## config.mk

```make
export PLATFORM = sky130hd
export DESIGN_NAME = dm_lsu
export DESIGN_NICKNAME = d
export VERILOG_FILES = /design/src/rtl/dm_lsu.sv
export SDC_FILE = /design/constraint.sdc
export NUM_CORES = 1
export LEC_CHECK = 0
export CAP_MARGIN = 10
export CORE_ASPECT_RATIO = 0.8
export CORE_MARGIN = 3
export CORE_UTILIZATION = 48
export DETAILED_ROUTE_END_ITERATION = 8
export GPL_TIMING_DRIVEN = 0
export PLACE_DENSITY = 0.9
export SLEW_MARGIN = 20
export SYNTH_ARGS = -nofsm -noshare
export SYNTH_HDL_FRONTEND = slang
export SYNTH_SLANG_ARGS = --single-unit
export TNS_END_PERCENT = 1
```

## constraint.sdc

```tcl
create_clock -name clk -period 4.9 [get_ports clk]
set_clock_uncertainty 0.1 [all_clocks]
set_input_delay 1.225 -clock clk [delete_from_list [all_inputs] [get_ports clk]]
set_output_delay 1.225 -clock clk [all_outputs]
set_load 0.03 [all_outputs]
```

## src/rtl/dm_lsu.sv

```systemverilog
// rtl/dm_lsu.sv - load/store unit: byte/half/word access to a word-wide synchronous data memory
module dm_lsu (
   input  logic        clk,
   input  logic        rst_n,
   input  logic        req,
   input  logic        wr,
   input  logic [1:0]  size,
   input  logic        sext,
   input  logic [11:0] addr,
   input  logic [31:0] wdata,
   output logic        ready,
   output logic        done,
   output logic        err,
   output logic [31:0] rdata,
   output logic [9:0]  mem_addr,
   output logic [31:0] mem_din,
   output logic        mem_we,
   input  logic [31:0] mem_dout
);

   typedef enum logic [2:0] {
      S_IDLE, S_RD, S_LCAP, S_LDONE, S_WR, S_ERR
   } state_t;

   state_t      state_q, state_d;
   logic        wr_q;
   logic [1:0]  size_q;
   logic        sext_q;
   logic [11:0] addr_q;
   logic [31:0] wdata_q;
   logic [31:0] rdata_q;
   logic        accept;
   logic        misaligned;
   logic [31:0] load_val;
   logic [31:0] merge_din;
   logic [7:0]  lane_b;
   logic [15:0] lane_h;

   assign accept     = req && ready;
   assign misaligned = (size == 2'b11) ||
                       (size == 2'b01 && addr[0]) ||
                       (size == 2'b10 && addr[1:0] != 2'b00);

   always_ff @(posedge clk) begin
      if (!rst_n) begin
         state_q <= S_IDLE;
         rdata_q <= 32'd0;
      end else begin
         state_q <= state_d;
         if (state_q == S_LCAP) rdata_q <= load_val;
      end
   end

   always_ff @(posedge clk) begin
      if (accept) begin
         wr_q    <= wr;
         size_q  <= size;
         sext_q  <= sext;
         addr_q  <= addr;
         wdata_q <= wdata;
      end
   end

   // mem_dout holds the addressed word in LCAP (loads) and WR (sub-word stores)
   assign lane_b = mem_dout[{addr_q[1:0], 3'b000} +: 8];
   assign lane_h = mem_dout[{addr_q[1], 4'b0000} +: 16];

   always_comb begin
      load_val = mem_dout;
      case (size_q)
         2'b00:   load_val = {{24{sext_q & lane_b[7]}}, lane_b};
         2'b01:   load_val = {{16{sext_q & lane_h[15]}}, lane_h};
         default: load_val = mem_dout;
      endcase
   end

   always_comb begin
      merge_din = mem_dout;
      case (size_q)
         2'b00:   merge_din[{addr_q[1:0], 3'b000} +: 8] = wdata_q[7:0];
         2'b01:   merge_din[{addr_q[1], 4'b0000} +: 16] = wdata_q[15:0];
         default: merge_din = wdata_q;
      endcase
   end

   always_comb begin
      state_d = state_q;
      ready   = 1'b0;
      done    = 1'b0;
      err     = 1'b0;
      mem_we  = 1'b0;
      case (state_q)
         S_IDLE: begin
            ready = rst_n;
            if (accept) begin
               if (misaligned)               state_d = S_ERR;
               else if (wr && size == 2'b10) state_d = S_WR;
               else                          state_d = S_RD;
            end
         end
         S_RD:    state_d = wr_q ? S_WR : S_LCAP;
         S_LCAP:  state_d = S_LDONE;
         S_LDONE: begin
            done    = rst_n;
            state_d = S_IDLE;
         end
         S_WR: begin
            mem_we  = rst_n;
            done    = rst_n;
            state_d = S_IDLE;
         end
         S_ERR: begin
            done    = rst_n;
            err     = rst_n;
            state_d = S_IDLE;
         end
         default: state_d = S_IDLE;
      endcase
   end

   assign mem_addr = addr_q[11:2];
   assign mem_din  = merge_din;
   assign rdata    = rdata_q;

endmodule

```

==> flow_metrics.env <==
export IMPL_synth_warnings=0
export IMPL_post_layout_nonfiller_instances=676
export IMPL_setup_violations=0
export IMPL_timing_critical_path_arrival_ns=3.48
export IMPL_floorplan_io_pins=161
export IMPL_detailedPlacementHpwl_um=11000
export IMPL_worstPathCellList="buf_2 -> inv_1 -> buf_2 -> ha_1 -> nor3_1 -> a22o_1 -> a221o_1 -> clkdlybuf4s50_1"
export IMPL_synth_edf_count=48
export IMPL_detailedRoute_firstIterationViolations=570
export IMPL_post_synth_inst_count=387
export IMPL_gr_usage_all_layers=0.289
export IMPL_max_cap_violations=0
export IMPL_postCtsSetupRepairBufs=0
export IMPL_ys_seq_area_frac=0.505
export IMPL_cts_max_level=3
export IMPL_cts_hold_buffers_added=0
export IMPL_dieWidth_um=111
export IMPL_crit_required_ns=3.58
export IMPL_layout_commonest_cell="clkdlybuf4s50_1"
export IMPL_num_antenna_cells=0
export IMPL_routed_via_count=4192
export IMPL_ant_nets=0
export IMPL_grt_setup_unrepaired="no"
export IMPL_netlist_area_um2=4240
export IMPL_synthesis_nets=475
export IMPL_worst_skew_pair_late_latency_ns=0.38
export IMPL_final_max_slew_violation_count=0
export IMPL_placed_cells=660
export IMPL_start_kind="flip-flop"
export IMPL_synth_distinct_cells=44
export IMPL_cp_num_buf_inv=4
export IMPL_setup_tns_ns=0
export IMPL_drc=0
export IMPL_cpPeakStageDelay_ns=0.78
export IMPL_critPathSlowestCell="nor3_1"
export IMPL_chipHeight_um=90.1
export IMPL_cts_buffers=9
export IMPL_postCtsResizedCells=0
export IMPL_grt_start_max_net_pins=37
export IMPL_p_per_area_nw_per_um2=288
export IMPL_tritoncts="built"
export IMPL_clkTransAtPathRegs_ns=0.09
export IMPL_final_period_utilization=0.980
export IMPL_crit_top_cell="buf_2"
export IMPL_timing_final_crit_period_ns=4.80
export IMPL_path_delay_family="buffers and inverters"
export IMPL_nets=647
export IMPL_place_ws_ns=0.507
export IMPL_drt_wirelength_per_cell_um=21.7
export IMPL_layout_cells_most_common_list="clkdlybuf4s50_1, edfxtp_1, dfxtp_1"
export IMPL_min_delay_path_class="reg2reg"
export IMPL_critical_path_max_fanout=12
export IMPL_vias_in_the_first_global_route=4105
export IMPL_syn_area_per_cell_um2=11.0
export IMPL_wl_um=14700
export IMPL_final_critical_path_setup_slack_ns=0.0994
export IMPL_synth_async_reset_ratio=0
export IMPL_die_area_um2=10000
export IMPL_globalRouteOverflowTotal=0
export IMPL_ys_seq_elements=83
export IMPL_outcome="finished clean"
export IMPL_path_class="reg2out"
export IMPL_synth_ff_type="edfxtp_1"
export IMPL_std_cell_rows=30
export IMPL_yosys_top_cell_by_area="edfxtp_1"
export IMPL_wire_length_of_the_first_global_routing_pass_um=22800
export IMPL_max_slew_margin=0.312
export IMPL_p_leak_nw=2.20
export IMPL_grt_antenna_before_repair=0
export IMPL_critical_path_endpoint_type="primary output"
export IMPL_final_hold_violation_count=0
export IMPL_area_growth_syn_to_layout_pct=46.8
export IMPL_timing_fmax_ghz=0.208
export IMPL_cts_path_max_buffers=2
export IMPL_tightest_slew_ns=1.02
export IMPL_post_dr_vias_cell=6.20
export IMPL_floorplan_initialDensity=0.498
export IMPL_clock_sinks=83
export IMPL_place_congestion=0.964
export IMPL_port_buffers=160
export IMPL_fp_coreArea_um2=8520
export IMPL_ir_worst_vdd_v=0.000229
export IMPL_final_layout_size_suffix_gt1_frac=0.117
export IMPL_synth_top_area_frac=0.340
export IMPL_drt_pass1_iter_count=5
export IMPL_synth_top_cells_by_area="edfxtp_1, dfxtp_1, a221o_1"
export IMPL_cts_root_buffer_cell="clkbuf_8"
cell families (layout without fill, tap and decap cells):
group,after synthesis,after routing,share of synthesized area
AO/OA/AOI/OAI,159,159,0.271
flip-flops,83,83,0.505
buffers and inverters,48,225,0.0581
AND/OR/NAND/NOR,73,73,0.0983
adder cells (fa/ha/maj),5,5,0.0148
multiplexers,19,19,0.0528
worst reg2reg max path, cell delays in order (launching register included):
cell and delay [ns]:
edfxtp_1 0.58, mux4_2 0.61, a2111oi_4 0.59, a211oi_1 0.10
Yosys cell counts (8+ instances only):
cell type and count:
buf_4 11, a211oi_1 8, mux2_2 17, and2_1 10
a21oi_1 32, a31oi_1 18, nand2_1 20, o221ai_1 8
edfxtp_1 48, dfxtp_1 35, o21ai_0 33, a221o_1 25
buf_2 13, clkbuf_1 17, nand3_1 9, a22o_1 24
through the flow:
| stage | util | area, um2 | total power, mW | hold slack, ns |
|---|---|---|---|---|
| CTS | 0.731 | 6220 | 1.79 | 0.379 |
| detailed placement | 0.705 | 6000 | 1.23 | 0.366 |
| global placement | 0.702 | 5980 | 1.22 | 0.362 |
| finish | 0.731 | 6220 | 1.79 | 0.378 |
| floorplan | - | 4240 | 1.03 | 0.413 |
| global route | 0.731 | 6220 | 1.84 | 0.398 |
routing by layer:
metal / track usage / vias to the layer above / routed length (um)
li1: - / 1872 / -
met1: 0.387 / 1934 / 5730
met2: 0.463 / 346 / 6720
met3: 0.0760 / 40 / 1920
met4: 0.0912 / 0 / 317
met5: 0 / - / 0
worst paths after layout:
kind                                        startpoint                     end  slack, ns  cells after the start
worst min-delay path            rdata[14]$_SDFFE_PN0N_  rdata[14]$_SDFFE_PN0N_       0.38                      2
worst max-delay path               addr_q[1]$_DFFE_PP_             mem_din[10]        0.1                      8
worst min register to register  rdata[14]$_SDFFE_PN0N_  rdata[14]$_SDFFE_PN0N_       0.38                      2
worst max register to register     addr_q[0]$_DFFE_PP_   rdata[9]$_SDFFE_PN0N_       2.80                      3
layout make-up:
| class | count | area [um2] |
|---|---|---|
| repair buffers | 161 | 1620 |
| fillers | 593 | 2300 |
| flip-flops and latches | 83 | 2140 |
| clock inverters | 7 | 97.6 |
| clock buffers | 9 | 124 |
| plain buffers | 44 | 231 |
| well taps | 112 | 140 |
| inverters | 4 | 15.0 |
| multi-input cells | 256 | 1850 |
state kept, by name (all words and copies together) (netlist names):
signal,flops
rdata,32
wdata_q,32
addr_q,12
state_q,3
size_q,2
sext_q,1
wr_q,1
where the power goes:
group          internal, mW  switching, mW  leakage, nW
logic                 0.197          0.231         1.36
registers             0.776         0.0219        0.728
clock network         0.291          0.275        0.108
No activity file was read; power rests on OpenSTA's default activity.
